File: config.mk
export PLATFORM = sky130hd
export DESIGN_NAME = pid_ctrl_param
export DESIGN_NICKNAME = d
export VERILOG_FILES = /design/src/rtl/pid_pkg.sv /design/src/rtl/pid_ctrl_param_mac.sv /design/src/rtl/pid_ctrl_param.sv
export SDC_FILE = /design/constraint.sdc
export NUM_CORES = 1
export LEC_CHECK = 0
export CAP_MARGIN = 30
export CORE_AREA = 10 10 171 173
export DETAILED_ROUTE_END_ITERATION = 16
export DIE_AREA = 0 0 181 183
export PLACE_DENSITY = 0.79
export REMOVE_ABC_BUFFERS = 1
export SYNTH_ARGS = -nofsm -noshare
export SYNTH_HDL_FRONTEND = slang
export SYNTH_HIERARCHICAL = 1
export SYNTH_SLANG_ARGS = --single-unit
File: constraint.sdc
create_clock -name clk -period 8 [get_ports clk]
set_input_delay 2 -clock clk [delete_from_list [all_inputs] [get_ports clk]]
set_output_delay 2 -clock clk [all_outputs]
set_load 0.05 [all_outputs]
File: src/rtl/pid_pkg.sv
// pid_pkg: FSM encoding, default widths and the signed clamp helper
// shared by the pid_ctrl_param datapath and its MAC.
package pid_pkg;

   typedef enum logic [2:0] {
      IDLE, LATCH, ERR, MP, MI, MD, SUM
   } state_t;

   localparam int DW_D       = 9;
   localparam int KW_D       = 8;
   localparam int FRAC_D     = 4;
   localparam int IW_D       = 16;
   localparam int OW_D       = 18;
   localparam int PRESCALE_D = 1000;
   localparam int EW_D       = DW_D + 1;
   localparam int ACCW_D     = KW_D + IW_D + 2;

   function automatic logic signed [63:0] sat_signed(
      input logic signed [63:0] v,
      input logic signed [63:0] lo,
      input logic signed [63:0] hi
   );
      if (v > hi) return hi;
      if (v < lo) return lo;
      return v;
   endfunction

endpackage

File: src/rtl/pid_ctrl_param_mac.sv
// pid_mac: registered signed multiply-accumulate, one product per cycle.
// clr with en restarts the sum from the current product.
module pid_mac
   import pid_pkg::*;
#(
   parameter int KW   = KW_D,
   parameter int IW   = IW_D,
   parameter int ACCW = ACCW_D
) (
   input  logic                   clk,
   input  logic                   rst,
   input  logic                   clr,
   input  logic                   en,
   input  logic signed [KW-1:0]   a,
   input  logic signed [IW-1:0]   b,
   output logic signed [ACCW-1:0] acc
);

   logic signed [KW+IW-1:0] prod;

   assign prod = (KW+IW)'(a) * (KW+IW)'(b);

   always_ff @(posedge clk or negedge rst) begin
      if (!rst) begin
         acc <= '0;
      end else if (en) begin
         acc <= (clr ? '0 : acc) + ACCW'(prod);
      end else if (clr) begin
         acc <= '0;
      end
   end

endmodule

File: src/rtl/pid_ctrl_param.sv
// pid_ctrl_param: prescaled discrete PID, one shared MAC, 6-cycle sample FSM.
// Define ANTIWINDUP_EN for conditional integration while the output clamps.
module pid_ctrl_param
   import pid_pkg::*;
#(
   parameter int DW       = DW_D,
   parameter int KW       = KW_D,
   parameter int FRAC     = FRAC_D,
   parameter int IW       = IW_D,
   parameter int OW       = OW_D,
   parameter int PRESCALE = PRESCALE_D
) (
   input  logic                 clk,
   input  logic                 rst,
   input  logic signed [DW-1:0] yactual,
   input  logic signed [DW-1:0] referencia,
   input  logic signed [KW-1:0] kp,
   input  logic signed [KW-1:0] ki,
   input  logic signed [KW-1:0] kd,
   output logic                 ena2,
   output logic signed [OW-1:0] PWMin,
   output logic                 out_vld,
   output logic                 sat,
   output logic                 overrun
);

   localparam int EW   = DW + 1;
   localparam int DFW  = DW + 2;
   localparam int ACCW = KW + IW + 2;
   localparam int CW   = (PRESCALE > 1) ? $clog2(PRESCALE) : 1;
   localparam logic signed [63:0] IMAX = (64'sd1 <<< (IW-1)) - 64'sd1;
   localparam logic signed [63:0] OMAX = (64'sd1 <<< (OW-1)) - 64'sd1;
   localparam logic signed [63:0] OMIN = -(64'sd1 <<< (OW-1));

   logic [CW-1:0]          cnt;
   state_t                 state, nxt;
   logic signed [DW-1:0]   y_r, r_r;
   logic signed [KW-1:0]   kp_r, ki_r, kd_r;
   logic signed [EW-1:0]   e_r, ep_r, e_c;
   logic signed [DFW-1:0]  d_r, d_c;
   logic signed [IW-1:0]   i_r, inext_r, inext_c;
   logic signed [IW:0]     isum;
   logic signed [ACCW-1:0] acc, u_c;
   logic signed [KW-1:0]   mac_a;
   logic signed [IW-1:0]   mac_b;
   logic                   mac_clr, mac_en;
   logic                   sat_c, hold_i;

   assign ena2 = (cnt == CW'(PRESCALE - 1));

   always_ff @(posedge clk or negedge rst) begin
      if (!rst)      cnt <= '0;
      else if (ena2) cnt <= '0;
      else           cnt <= cnt + CW'(1);
   end

   always_comb begin
      nxt = state;
      unique case (state)
         IDLE:    if (ena2) nxt = LATCH;
         LATCH:   nxt = ERR;
         ERR:     nxt = MP;
         MP:      nxt = MI;
         MI:      nxt = MD;
         MD:      nxt = SUM;
         SUM:     nxt = IDLE;
         default: nxt = IDLE;
      endcase
   end

   always_comb begin
      mac_a   = kp_r;
      mac_b   = IW'(e_r);
      mac_clr = 1'b0;
      mac_en  = 1'b0;
      unique case (state)
         MP: begin
            mac_clr = 1'b1;
            mac_en  = 1'b1;
         end
         MI: begin
            mac_a  = ki_r;
            mac_b  = inext_r;
            mac_en = 1'b1;
         end
         MD: begin
            mac_a  = kd_r;
            mac_b  = IW'(d_r);
            mac_en = 1'b1;
         end
         default: ;
      endcase
   end

   always_comb begin
      e_c     = EW'(r_r) - EW'(y_r);
      d_c     = DFW'(e_c) - DFW'(ep_r);
      isum    = (IW+1)'(i_r) + (IW+1)'(e_c);
      inext_c = IW'(sat_signed(64'(isum), -IMAX, IMAX));
      u_c     = acc >>> FRAC;
      sat_c   = (sat_signed(64'(u_c), OMIN, OMAX) != 64'(u_c));
`ifdef ANTIWINDUP_EN
      // freeze I only while clamped and the error pushes further into the clamp
      hold_i  = sat_c && (e_r[EW-1] == u_c[ACCW-1]);
`else
      hold_i  = 1'b0;
`endif
   end

   pid_mac #(
      .KW   (KW),
      .IW   (IW),
      .ACCW (ACCW)
   ) u_mac (
      .clk (clk),
      .rst (rst),
      .clr (mac_clr),
      .en  (mac_en),
      .a   (mac_a),
      .b   (mac_b),
      .acc (acc)
   );

   always_ff @(posedge clk or negedge rst) begin
      if (!rst) begin
         state   <= IDLE;
         y_r     <= '0;
         r_r     <= '0;
         kp_r    <= '0;
         ki_r    <= '0;
         kd_r    <= '0;
         e_r     <= '0;
         ep_r    <= '0;
         d_r     <= '0;
         i_r     <= '0;
         inext_r <= '0;
         PWMin   <= '0;
         out_vld <= 1'b0;
         sat     <= 1'b0;
         overrun <= 1'b0;
      end else begin
         state   <= nxt;
         out_vld <= 1'b0;
         if (ena2 && state != IDLE) overrun <= 1'b1;
         if (state == LATCH) begin
            y_r  <= yactual;
            r_r  <= referencia;
            kp_r <= kp;
            ki_r <= ki;
            kd_r <= kd;
         end
         if (state == ERR) begin
            e_r     <= e_c;
            d_r     <= d_c;
            inext_r <= inext_c;
         end
         if (state == SUM) begin
            PWMin   <= OW'(sat_signed(64'(u_c), OMIN, OMAX));
            sat     <= sat_c;
            out_vld <= 1'b1;
            ep_r    <= e_r;
            if (!hold_i) i_r <= inext_r;
         end
      end
   end

endmodule
# ---- Yosys cells after proc, flatten, opt, wreduce, memory -nomap -nowiden
# Cells that the tools add are included.
dict set report op_classes {
  add_sub_neg 5
  mul 1
  magnitude_cmp 4
  n_eq_ne 9
  mux 29
  n_reduce_logical 4
}
# cell count
set ops {}
lappend ops {{$mux W64} 4}
lappend ops {{$mux W16} 4}
lappend ops {{$ne A64 B22 Y1} 1}
lappend ops {{$mux W26} 2}
lappend ops {{$mux W18} 2}
lappend ops {{$pmux W16 S2} 1}
lappend ops {{$add A26 B26 Y26} 1}
lappend ops {{$mul A8 B16 Y24} 1}
lappend ops {{$gt A22 B18 Y1 const B} 1}
lappend ops {{$lt A22 B18 Y1 const B} 1}
lappend ops {{$pmux W3 S6} 1}
lappend ops {{$add A16 B10 Y17} 1}
lappend ops {{$gt A17 B16 Y1 const B} 1}
lappend ops {{$lt A17 B16 Y1 const B} 1}
lappend ops {{$pmux W8 S2} 1}
lappend ops {{$mux W1} 12}
lappend ops {{$sub A10 B10 Y11} 1}
lappend ops {{$add A10 B1 Y10 const B} 1}
lappend ops {{$eq A10 B10 Y1 const B} 1}
lappend ops {{$mux W10} 1}
lappend ops {{$sub A9 B9 Y10} 1}
lappend ops {{$eq A3 B3 Y1 const B} 3}
lappend ops {{$eq A3 B2 Y1 const B} 2}
lappend ops {{$eq A3 B1 Y1 const B} 1}
lappend ops {{other kinds (6)} 6}
dict set report word_totals {
  reg_bits 165
  input_bits 44
  output_inout_bits 22
  elab_cells 69
}

# ---- Longest topological paths before layout
dict set report depth {
  depth_word 7
  depth_mapped 33
  ltp_nobuf 30
}

# ---- Hierarchy
# The synthesis kept the hierarchy.
# module n_inst cells_each area_per_inst_um2
set by_module_without_submodules {}
lappend by_module_without_submodules {pid_ctrl_param 1 763 7652.3}
lappend by_module_without_submodules {pid_mac 1 767 6852.8}

# ---- Worst setup path after synthesis
# No wires, ideal clock.
dict set report synth_path {
  path_kind {register -> register}
  startpoint {reg state[0]}
  endpoint {reg u_mac.acc[25]}
  setup_ns 0.079
  arrival_ns 7.628
  t_required_ns 7.921
  setup_slack_ns 0.293
  path_stages_with_launch 30
  path_buffers 3
  path_cell_list {dfrtp_1 clkbuf_1 buf_1 mux2i_1 o21ai_0 inv_1 clkbuf_1 nor2_1 fa_1 fa_1 fa_1 inv_1 fa_1 inv_1 ha_1 nor3_1 nor3_1 a221o_1 a211oi_1 o21bai_1 a31oi_1 o21bai_1 xor2_1 ha_1 a21o_1 a21o_1 a221o_1 a211o_1 a311oi_2 xor2_1}
}
dict set report synth_via {
  elab_chain_len 5
  elab_cells_between_ends 12
}
# item line
set synth_lines {}
lappend synth_lines {{from (decl)} pid_ctrl_param.sv:36} ;# state_t state, nxt;
lappend synth_lines {{from (signal assigned)} pid_ctrl_param.sv:142} ;# state <= nxt;
lappend synth_lines {{$eq A3 B3 Y1} pid_ctrl_param.sv:76} ;# unique case (state)
lappend synth_lines {{$pmux W8 S2 (*)} pid_ctrl_param.sv:76}
lappend synth_lines {{net mac_a[7]} pid_ctrl_param.sv:44} ;# logic signed [KW-1:0] mac_a;
lappend synth_lines {{$mul A8 B16 Y24 (*)} pid_ctrl_param_mac.sv:21} ;# assign prod = (KW+IW)'(a) * (KW+IW)'(b);
lappend synth_lines {{$add A26 B26 Y26 (*)} pid_ctrl_param_mac.sv:27} ;# acc <= (clr ? '0 : acc) + ACCW'(prod);
lappend synth_lines {{$mux W26 (*)} pid_ctrl_param_mac.sv:26} ;# end else if (en) begin
lappend synth_lines {{to (signal assigned)} pid_ctrl_param_mac.sv:27}
lappend synth_lines {{to (decl)} pid_ctrl_param_mac.sv:16} ;# output logic signed [ACCW-1:0] acc
# The timed path passes the listed nets; every way through them passes the cells marked *.
# A chain may end at the register's enable or synchronous reset.

# ---- Final worst setup path
dict set report layout_path {
  startpoint {reg state[2]}
  endpoint {reg u_mac.acc[25]}
}
dict set report layout_via {
  elab_chain_len 5
  elab_cells_between_ends 12
}
# item line
set layout_lines {}
lappend layout_lines {{$eq A3 B3 Y1} pid_ctrl_param.sv:76}
lappend layout_lines {{$pmux W16 S2 (*)} pid_ctrl_param.sv:76}
lappend layout_lines {{net mac_b[10]} pid_ctrl_param.sv:45} ;# logic signed [IW-1:0] mac_b;
lappend layout_lines {{$mul A8 B16 Y24 (*)} pid_ctrl_param_mac.sv:21}
lappend layout_lines {{$add A26 B26 Y26 (*)} pid_ctrl_param_mac.sv:27}
lappend layout_lines {{$mux W26 (*)} pid_ctrl_param_mac.sv:26}
# Marked as above.

==> flow_summary.ini <==
[worst_setup_path]
cp_max_fo = 16
max_stage_delay_ns = 0.55
worstSetupPathType = flop to flop
cp_slowest_cell = fa_1
critPathMostFrequentCell = fa_1
end_kind = flop
start_kind = flop
cp.required_ns = 8.36
cp.arrival_ns = 7.94

[floorplan]
die_h_um = 183
ios = 66
dieWidth_um = 181
fp.dieArea_um2 = 33100
core_um2 = 25800
core.rowCount = 59
start_util_pct = 56.3

[sta]
maxSlewHeadroom_pct = 42.9
setup_viol = 0
fmax_mhz = 132
finalCritPeriodShare_pct = 94.9
skew_ns = 0.0157
worst_slew_pin_slew_ns = 0.857
whs_ns = 0.464
period_needed_ns = 7.59
finalMaxSlewViolations = 0
hold_violations = 0

[synth]
synth_area_um2 = 14500
syn_area_per_cell_um2 = 9.48
synth-seq-cells = 165
ys.flop_type = dfrtp_1
synth-warning-count = 6
ys_seq_area_share_pct = 28.5
async_reset_ff_share_pct = 100
synth_edf_count = 0
synth_cells = 1530
synth_cell_type_count = 74

[grt]
grt_util_all_layers_pct = 19.4
grt_pass1_vias = 11500
grt_pass1_wl_mm = 54.3
antenna_found_initial = 0
grt_max_degree = 108
grt-ovfl-total = 0

[placement]
place_area_um2 = 15600
place_hpwl_mm = 24.7
place_congestion = 0.896
port_buffers = 65

[final_layout]
final_layout_size_suffix_gt1_share_pct = 10.4
fillCellCount = 2080
num_antenna_cells = 0
synthToLayoutAreaGrowth_pct = 11.9
utilization_pct = 63.0
postLayoutCellArea_um2 = 16200
fin_nets = 1857

[clock_tree]
cts_setup_buffers = 0
cts_buffers = 17
clk_latency_ns = 0.43
cts_tree = done
clkSinkCount = 165
clockBufferDepth = 2
cts_root_buf = clkbuf_16
h-tree-depth = 4
clk_pin_slew_ns = 0.06

[drt]
ant_nets = 0
avgRoutedWirePerCell_um = 16.6
finalWirelength_mm = 32.2
vias_per_cell = 5.66
vias = 11000
drtIter0Drc = 658
drc = 0
dr.pass1.iters = 7

[power]
power.leakage_nw = 8.19
p_total_w = 0.00170
p_per_area_nw_per_um2 = 105
max-vdd-ir-drop_v = 0.000111

[flow_run]
cap_violations = 0

[outcome]
outcome = complete, no violations

[worst_hold_path]
holdCritPathClass = flop to flop
-- cells by family after synthesis --
logic type      Yosys count  synth area share (%)
xor+xnor                 77                  4.70
simple gates            442                  15.7
mux                      88                  6.66
compound gates          291                  13.3
buf+inv                 243                  6.50
fa+ha+maj               224                  24.7
flops                   165                  28.5
-- cell usage in the layout (no fill, tap or decap), drive strengths merged, types with 50 or more instances in the layout --
master / n
and2: 96
o21ai: 87
dfrtp: 165
nor2: 64
xnor2: 50
nor2b: 52
a21oi: 73
ha: 110
mux2: 68
clkdlybuf4s50: 64
inv: 192
fa: 107
nand2: 133
-- metal layers --
| metal | routed length (um) | track usage, % | vias to the layer above |
|---|---|---|---|
| li1 | - | - | 5248 |
| met1 | 13300 | 22.5 | 5490 |
| met2 | 17000 | 35.8 | 212 |
| met3 | 1050 | 2.89 | 61 |
| met4 | 848 | 6.90 | 0 |
| met5 | 0 | 0 | - |
-- state kept, by name, indices dropped and copies added, names as in the netlist --
signal and flops:
overrun 1, state 3, kd_r 8, i_r 16, out_vld 1, e_r 10
ep_r 10, r_r 9, kp_r 8, cnt 10, u_mac/acc 26, sat 1
d_r 11, y_r 9, PWMin 18, ki_r 8, inext_r 16
-- power by group --
part / total, W / switching (W) / internal [W]
Clock: 0.000827 / 0.000350 / 0.000477
Sequential: 0.000834 / 0 / 0.000834
Combinational: 0.0000391 / 0.0000190 / 0.0000201
Total: 0.00170 / 0.000369 / 0.00133
-- path summary, 6_finish.rpt --
| path | start | to | slack [ns] | depth (start not counted) |
|---|---|---|---|---|
| max | state[2] | u_mac/acc[25] | 0.41 | 26 |
| min | overrun | overrun | 0.46 | 1 |
| max reg2reg | state[2] | u_mac/acc[25] | 0.41 | 26 |
| min reg2reg | overrun | overrun | 0.46 | 1 |
| max in group asynchronous | rst | state[2] | 5.06 | 3 |
| min in group asynchronous | rst | PWMin[3] | 1.40 | 1 |
-- repair_timing --
action	in CTS	in global routing
endpoints found under the hold margin	0	0
setup endpoints to repair	0	4
hold buffers	0	0
gates resized for setup	0	7
-- cells in the mapped netlist, types with 12 or more instances --
cell / number / area share, %
a21o_1: 24 / 1.2
a21oi_1: 70 / 2.4
and2_1: 96 / 4.1
clkbuf_1: 36 / 0.93
dfrtp_1: 165 / 28
fa_1: 107 / 15
ha_1: 110 / 9.5
inv_1: 191 / 4.9
mux2_2: 68 / 5.3
mux2i_1: 20 / 1.4
nand2_1: 133 / 3.4
nand2b_1: 12 / 0.52
nand3_1: 22 / 0.76
nor2_1: 64 / 1.7
nor2b_1: 52 / 2.2
nor3_1: 22 / 0.76
o21a_1: 12 / 0.62
o21ai_0: 80 / 2.8
o22a_1: 17 / 1.0
xnor2_1: 50 / 3.0
xor2_1: 26 / 1.6
-- layout make-up --
type / instances / area, um2 / area share, %
Clock buffer: 21 / 460 / 2.84
Clock inverter: 11 / 126 / 0.778
Inverter: 193 / 724 / 4.46
Multi-Input combinational cell: 1122 / 9460 / 58.3
Sequential cell: 165 / 4130 / 25.4
Tap cell: 335 / 419 / 2.58
Timing Repair Buffer: 97 / 912 / 5.62
-- critical path: cells and delay by family (launching register included) --
family | cells | cell delay, ns
fa+ha+maj | 6 | 2.71
compound gates | 13 | 3.40
buf+inv | 3 | 0.28
flops | 1 | 0.48
xor+xnor | 2 | 0.31
simple gates | 2 | 0.36
-- per-stage QoR --
step	TNS, ns	setup slack, ns	std cells
after floorplan	0	0.175	1480
after global placement	0	0.431	1911
after detailed placement	0	0.202	1911
after CTS	0	0.160	1943
after global routing	-0.0324	-0.0324	1944
final	0	0.412	1944
Note: power is estimated with default switching activity, not from simulation.
